### src/rtl/if_id_flush_reg_if.sv
// IF/ID boundary bundle between the fetch stage and the decode stage.
//
// Signals:
//   flush       - taken branch resolved; squash wrong-path instructions
//   stall       - decode hazard stall; hold register contents
//   pc_in       - PC of the instruction coming from fetch
//   instr_in    - fetched instruction
//   pc_out      - registered PC presented to decode
//   instr_out   - registered instruction presented to decode
//   valid_out   - 1 = instr_out is a real instruction, 0 = bubble
//   squashing   - high while the register is squashing wrong-path fetches
//   flush_count - saturating count of cycles with flush asserted
//
// Modports:
//   master - the fetch/control side that drives flush, stall, pc_in, instr_in
//   slave  - the IF/ID register itself
interface if_id_flush_reg_if #(
    parameter int PC_W    = 64,
    parameter int INSTR_W = 32
);
    logic               flush;
    logic               stall;
    logic [PC_W-1:0]    pc_in;
    logic [INSTR_W-1:0] instr_in;
    logic [PC_W-1:0]    pc_out;
    logic [INSTR_W-1:0] instr_out;
    logic               valid_out;
    logic               squashing;
    logic [15:0]        flush_count;

    modport master (
        output flush, stall, pc_in, instr_in,
        input  pc_out, instr_out, valid_out, squashing, flush_count
    );

    modport slave (
        input  flush, stall, pc_in, instr_in,
        output pc_out, instr_out, valid_out, squashing, flush_count
    );
endinterface

### src/rtl/if_id_flush_reg.sv
// IF/ID pipeline register with branch-flush squashing.
//
// On a taken-branch flush the register loads a bubble (NOP_INSTR, valid=0)
// and then keeps loading bubbles for SQUASH_CYCLES fetch-advance cycles in
// total, so the wrong-path instructions already in flight never reach decode.
// Decode stalls freeze the register (and the squash countdown); a flush always
// wins over a stall because the stalled instruction is itself wrong-path.
//
// Ports:
//   clk   - rising-edge clock
//   reset - synchronous, active-high reset
//   bus   - if_id_flush_reg_if.slave (flush/stall/pc_in/instr_in in,
//           pc_out/instr_out/valid_out/squashing/flush_count out)
module if_id_flush_reg #(
    parameter int                  PC_W          = 64,
    parameter int                  INSTR_W       = 32,
    parameter int                  SQUASH_CYCLES = 2,
    parameter logic [INSTR_W-1:0]  NOP_INSTR     = 32'h00000013
) (
    input  logic               clk,
    input  logic               reset,
    if_id_flush_reg_if.slave   bus
);

    typedef enum logic {
        RUN    = 1'b0,
        SQUASH = 1'b1
    } state_t;

    // The flush cycle itself is the first squashed cycle, so the countdown
    // only has to cover the remaining SQUASH_CYCLES-1 fetch advances.
    localparam logic [3:0] SQUASH_RELOAD = 4'(SQUASH_CYCLES - 1);
    localparam bit         MULTI_SQUASH  = (SQUASH_CYCLES > 1);

    state_t             state_reg;
    logic [3:0]         cnt_reg;
    logic [PC_W-1:0]    pc_reg;
    logic [INSTR_W-1:0] instr_reg;
    logic               valid_reg;
    logic               squashing_reg;
    logic [15:0]        flush_count_reg;

    always_ff @(posedge clk) begin
        if (reset) begin
            state_reg       <= RUN;
            cnt_reg         <= 4'd0;
            pc_reg          <= '0;
            instr_reg       <= NOP_INSTR;
            valid_reg       <= 1'b0;
            squashing_reg   <= 1'b0;
            flush_count_reg <= 16'd0;
        end else begin
            // Debug counter: saturates rather than wrapping.
            if (bus.flush && (flush_count_reg != 16'hFFFF)) begin
                flush_count_reg <= flush_count_reg + 16'd1;
            end

            unique case (state_reg)
                RUN: begin
                    if (bus.flush) begin
                        pc_reg    <= bus.pc_in;
                        instr_reg <= NOP_INSTR;
                        valid_reg <= 1'b0;
                        if (MULTI_SQUASH) begin
                            state_reg     <= SQUASH;
                            squashing_reg <= 1'b1;
                            cnt_reg       <= SQUASH_RELOAD;
                        end
                    end else if (!bus.stall) begin
                        pc_reg    <= bus.pc_in;
                        instr_reg <= bus.instr_in;
                        valid_reg <= 1'b1;
                    end
                end

                SQUASH: begin
                    if (bus.flush) begin
                        // Retrigger: a new branch restarts the full window.
                        pc_reg    <= bus.pc_in;
                        instr_reg <= NOP_INSTR;
                        valid_reg <= 1'b0;
                        cnt_reg   <= SQUASH_RELOAD;
                    end else if (!bus.stall) begin
                        pc_reg    <= bus.pc_in;
                        instr_reg <= NOP_INSTR;
                        valid_reg <= 1'b0;
                        cnt_reg   <= cnt_reg - 4'd1;
                        // Counter reaching 0 on this advance ends the window.
                        if (cnt_reg <= 4'd1) begin
                            state_reg     <= RUN;
                            squashing_reg <= 1'b0;
                        end
                    end
                end

                default: begin
                    state_reg     <= RUN;
                    squashing_reg <= 1'b0;
                end
            endcase
        end
    end

    assign bus.pc_out      = pc_reg;
    assign bus.instr_out   = instr_reg;
    assign bus.valid_out   = valid_reg;
    assign bus.squashing   = squashing_reg;
    assign bus.flush_count = flush_count_reg;

endmodule

### src/flat_wrapper.sv
// flat-port wrapper written by rule: the top's interface ports become plain ports
module if_id_flush_reg_flat 
#(
    parameter int                  PC_W          = 64,
    parameter int                  INSTR_W       = 32,
    parameter int                  SQUASH_CYCLES = 2,
    parameter logic [INSTR_W-1:0]  NOP_INSTR     = 32'h00000013
)
  (clk, reset, bus_flush, bus_stall, bus_pc_in, bus_instr_in, bus_pc_out, bus_instr_out, bus_valid_out, bus_squashing, bus_flush_count);
  if_id_flush_reg_if #(.PC_W(PC_W), .INSTR_W(INSTR_W)) bus_i ();
  input  logic clk;
  input  logic reset;
  input wire logic [$bits(bus_i.flush)-1:0] bus_flush;
  input wire logic [$bits(bus_i.stall)-1:0] bus_stall;
  input wire logic [$bits(bus_i.pc_in)-1:0] bus_pc_in;
  input wire logic [$bits(bus_i.instr_in)-1:0] bus_instr_in;
  output wire logic [$bits(bus_i.pc_out)-1:0] bus_pc_out;
  output wire logic [$bits(bus_i.instr_out)-1:0] bus_instr_out;
  output wire logic [$bits(bus_i.valid_out)-1:0] bus_valid_out;
  output wire logic [$bits(bus_i.squashing)-1:0] bus_squashing;
  output wire logic [$bits(bus_i.flush_count)-1:0] bus_flush_count;
  assign bus_i.flush = bus_flush;
  assign bus_i.stall = bus_stall;
  assign bus_i.pc_in = bus_pc_in;
  assign bus_i.instr_in = bus_instr_in;
  assign bus_pc_out = bus_i.pc_out;
  assign bus_instr_out = bus_i.instr_out;
  assign bus_valid_out = bus_i.valid_out;
  assign bus_squashing = bus_i.squashing;
  assign bus_flush_count = bus_i.flush_count;
  if_id_flush_reg #(.PC_W(PC_W), .INSTR_W(INSTR_W), .SQUASH_CYCLES(SQUASH_CYCLES), .NOP_INSTR(NOP_INSTR)) u_core (.clk(clk), .reset(reset), .bus(bus_i));
endmodule
### config.mk
export PLATFORM = sky130hd
export DESIGN_NAME = if_id_flush_reg_flat
export DESIGN_NICKNAME = d
export VERILOG_FILES = /design/src/rtl/if_id_flush_reg_if.sv /design/src/rtl/if_id_flush_reg.sv /design/src/flat_wrapper.sv
export SDC_FILE = /design/constraint.sdc
export NUM_CORES = 1
export LEC_CHECK = 0
export ABC_AREA = 0
export BUFFER_PORTS_ARGS = -buffer_cell sky130_fd_sc_hd__buf_2
export CAP_MARGIN = 25
export CORE_AREA = 2 2 131 121
export CTS_CLUSTER_DIAMETER = 150
export CTS_CLUSTER_SIZE = 10
export DETAILED_ROUTE_END_ITERATION = 7
export DIE_AREA = 0 0 133 123
export PLACE_DENSITY = 0.65
export SYNTH_ARGS = -nofsm -noshare
export SYNTH_HDL_FRONTEND = slang
export SYNTH_SLANG_ARGS = --single-unit
### constraint.sdc
create_clock -name clk -period 5.65 [get_ports clk]
set_clock_uncertainty 0.15 [all_clocks]
set_input_delay 0.565 -clock clk [delete_from_list [all_inputs] [get_ports clk]]
set_output_delay 0.565 -clock clk [all_outputs]
set_load 0.02 [all_outputs]
After elaboration in Yosys (flattened, before gate mapping)
Cells that the tools add are included.

word-level totals
  logic and storage cells = 49
  output and inout port bits = 114
  flip-flop bits (word level) = 119

cells by class
  $lt $le $gt $ge = 1
  multiplexer cells = 26
  equal/unequal tests = 8
  $add $sub $neg = 2
  bitwise operators = 1
  reductions and logical operators = 4

operators with widths
  cell                     count
  $mux W32                 4
  $mux W64                 2
  $pmux W32 S2             1
  $add A16 B1 Y16 const B  1
  $ne A16 B16 Y1 const B   1
  $mux W1                  12
  $mux W4                  3
  $ne A2 B2 Y1 const B     5
  $pmux W4 S2              1
  $ne A3 B3 Y1 const B     2
  $pmux W1 S2              3
  $le A4 B1 Y1 const B     1
  $reduce_and A2 Y1        2
  $reduce_and A4 Y1        1
  $sub A4 B1 Y4 const B    1
  $logic_and A1 B1 Y1      1
  $not A1 Y1               1

Longest topological paths before layout
  word-level depth = 5
  depth in mapped cells = 6

Worst setup path after synthesis
OpenSTA, ideal clock, no wires.

  path type = reg2reg
  start point = register u_core.flush_count_reg[0], in the netlist u_core.bus.flush_count[0]
  end point = register u_core.flush_count_reg[3], in the netlist u_core.bus.flush_count[3]
  cell stages (with the launch flop) = 7
  required time = 5.377 ns
  path slack = 3.631 ns
  arrival time = 1.745 ns
  cell sequence = dfxtp_1 ha_1 nand4_1 nor4_2 buf_4 nand4b_1 mux2_1

between the ends
  longest elaborated chain between the ends = 2
  elaborated cells between the ends (all ways) = 3

RTL lines
  what                                                     RTL line               text
  start, declared                                          if_id_flush_reg.sv:41  logic [15:0] flush_count_reg;
  start signal, assigned                                   if_id_flush_reg.sv:55  flush_count_reg <= flush_count_reg + 16'd1;
  branches (longest 2 deep; another with $add A16 B1 Y16)  -

Several ways; the timed one is not identified.
A chain may end at the register's enable or synchronous reset.

Final worst setup path
Ends and elaborated chain as after synthesis.

==> impl_metrics.tcl <==
set metrics [dict create \
    relSlewSlack_pct 34.88 \
    synth_edf_count 0 \
    post-synth-top-area-cell "dfxtp_1" \
    clk_path_buf_depth 2 \
    cts-resized-gates 0 \
    report.final.slew_viol_count 0 \
    power_density_nw_per_um2 358.5 \
    design_area_um2 6260 \
    cp_top_family "simple AND/OR/NAND/NOR gates" \
    hold_viol_final 0 \
    dieArea_um2 16360 \
    p_int_mw 1.720 \
    globalRouteOverflowTotal 0 \
    grt_start_max_net_pins 68 \
    critPathMaxFanout 11 \
    cellLeakagePower_nw 2.930 \
    wirelength_um 12090 \
    worst_setup_path_end_kind "flip-flop" \
    crit_start "u_core.bus.flush_count[0]" \
    power.share.switching_pct 23.35 \
    drt-vias-per-instance 4.580 \
    netSwitchingPower_mw 0.5240 \
    hold_class "input port to flip-flop" \
    dp_hpwl_um 8335 \
    placement.io_buffers 213 \
    initial_antenna_violation_count 0 \
    largest_incremental_delay_on_the_critical_path_ns 0.89 \
    critPathRequiredTime_ns 5.78 \
    synth_area_per_cell_um2 8.531 \
    async_s_r_ff_share_synth_pct 0 \
    synth_most_common_cell "nand2_1" \
    tightest_pin_transition_ns 0.9688 \
    max_cap_violations 0 \
    cts_setup_buffers 0 \
    cts.sinks 119 \
    mapped_cells 517 \
    fmax_mhz 399.5 \
    number_of_distinct_library_cell_variants_in_the_gate_level_netlist_after_synthesis 45 \
    largest_register_ffs 64 \
    drive_gt1_share_pct 35.34 \
    drt_drc_violations_left 0 \
    timing.final.setup_violations 0 \
    ys.flop_type "dfxtp_1" \
    power.sequential.fraction_pct 40.1 \
    cp_cell_sequence "ha_1 -> nand4_1 -> nor4_2 -> nand4b_1 -> mux2_1" \
    arrival_ns 2.64 \
    placeableCoreArea_um2 15010 \
    p_total_mw 2.244 \
    placement.cell_area_um2 5645 \
    floorplan.initialDensity_pct 29.38 \
    cp.buffers_inverters 0 \
    timing.rr.start "u_core.bus.flush_count[0]" \
    min_period_over_period_pct 44.31 \
    areaGrowthSynthToFinish_pct 41.93 \
    cts_inserted_buffers 17 \
    grt_use_total_pct 14.51 \
    clk_latency_ns 0.42 \
    power.clock.fraction_pct 50.0 \
    route.vias.total 4269 \
    worst_setup_hold_path_clk_slew_ns 0.05 \
    netlist.area_leader.share_pct 54.01 \
    cts_tree "yes" \
    timing.final.crit_period_ns 2.503 \
    critical_path.startpoint_type "flip-flop" \
    wl_per_cell_um 12.97 \
    ctsRootBufferMaster "clkbuf_16" \
    placement_rows 43 \
    num_io_pins 214 \
    clock_tree.htree_level_count 4 \
    total_nets_final 821 \
    setup-tns-final_ns 0 \
    netlist_top_cells_area "dfxtp_1 (54%), nand2_1 (12%), a21oi_1 (8.6%)" \
    ys_ff_latch 119 \
    final_antenna_diode_count 0 \
    ant_nets 0 \
    drt-initial-drc-count 200 \
    rsz0062_at_grt "false" \
    grt_pass1_vias 3945 \
    syn_nets 620 \
    run_status "complete, no violations" \
    floorplan.die.width_um 133 \
    hold_start "bus_instr_in[0]" \
    synth_warnings 0 \
    count_of_tritonroute_iterations_in_the_first_routing_pass 4 \
    share_comb_of_total_power_pct 9.8 \
    path_class "flip-flop to flip-flop" \
    grt_pass1_wl_um 18820 \
    hold-worst-slack_ns 0.2304 \
    yosysSeqAreaShare_pct 54.01 \
    place_congestion 0.7529 \
    power.ir.vdd_worst_v 0.0001884 \
    chipHeight_um 123 \
    critical-path-slowest-cell "nor4_2" \
    holdBufCountCts 0 \
    synth_area_um2 4410 \
    synthTopCellsByCount "nand2_1 (139), dfxtp_1 (119), a21oi_1 (76), nor2_1 (37), a22oi_1 (29)" \
]
power by group through the flow:
stage               Clock, mW  Sequential [mW]  Combinational [mW]
floorplan                   0            0.963              0.0822
global placement            0            0.917               0.220
detailed placement          0            0.918               0.224
CTS                      1.15            0.901               0.224
global route             1.19            0.905               0.243
finish                   1.12            0.901               0.220
layer usage:
metal / up-vias / track usage, % / part of all wire (%)
li1: 2167 / - / -
met1: 1941 / 17.72 / 45
met2: 148 / 22.99 / 46
met3: 13 / 5.412 / 7.6
met4: 0 / 6.519 / 1.6
met5: - / 0 / 0
final timing paths:
kind / to / slack, ns / depth (start not counted)
min reg2reg: u_core.bus.pc_out[43] / 0.30 / 2
max reg2reg: u_core.bus.flush_count[3] / 3.15 / 5
min: u_core.bus.instr_out[0] / 0.23 / 3
max: u_core.bus.flush_count[3] / 3.15 / 5
area by class of cell:
cell class	instances	area (um2)
Timing Repair Buffer	218	1119
Clock inverter	8	146.4
Inverter	7	26.28
Clock buffer	23	467.9
Tap cell	202	252.7
Fill cell	1554	8751
Multi-Input combinational cell	355	1866
Sequential cell	119	2382
tightest hold or removal path, cell delays in order:
cell and delay (ns):
buf_2 0.08, o22ai_1 0.05, nand2_1 0.05
through the flow:
step | cells | utilization [%] | setup WS, ns
after floorplan | 517 | - | 3.631
after global placement | 900 | 37.48 | 2.841
after detailed placement | 901 | 37.61 | 3.178
after CTS | 932 | 41.70 | 3.161
after global routing | 932 | 41.70 | 2.928
final | 932 | 41.70 | 3.147
placed cells by master, fill, tap and decap left out, drive strengths merged, types with 5 or more instances in the layout:
cell / instances
a21oi: 76
a22oi: 29
buf: 218
clkbuf: 23
dfxtp: 119
inv: 6
nand2: 139
nand4: 5
nor2: 38
nor2b: 6
nor3: 5
o31ai: 7
or4: 7
kinds of logic after synthesis:
group | synth area share (%)
and+or+nand+nor | 22.13
muxes | 1.163
DFF | 54.01
xor gates and xnor gates | 0.5959
AOI/OAI and AO/OA | 17.22
adders and majority gates | 0.8512
buffers and inverters | 4.028
No activity file was read; power rests on OpenSTA's default activity.
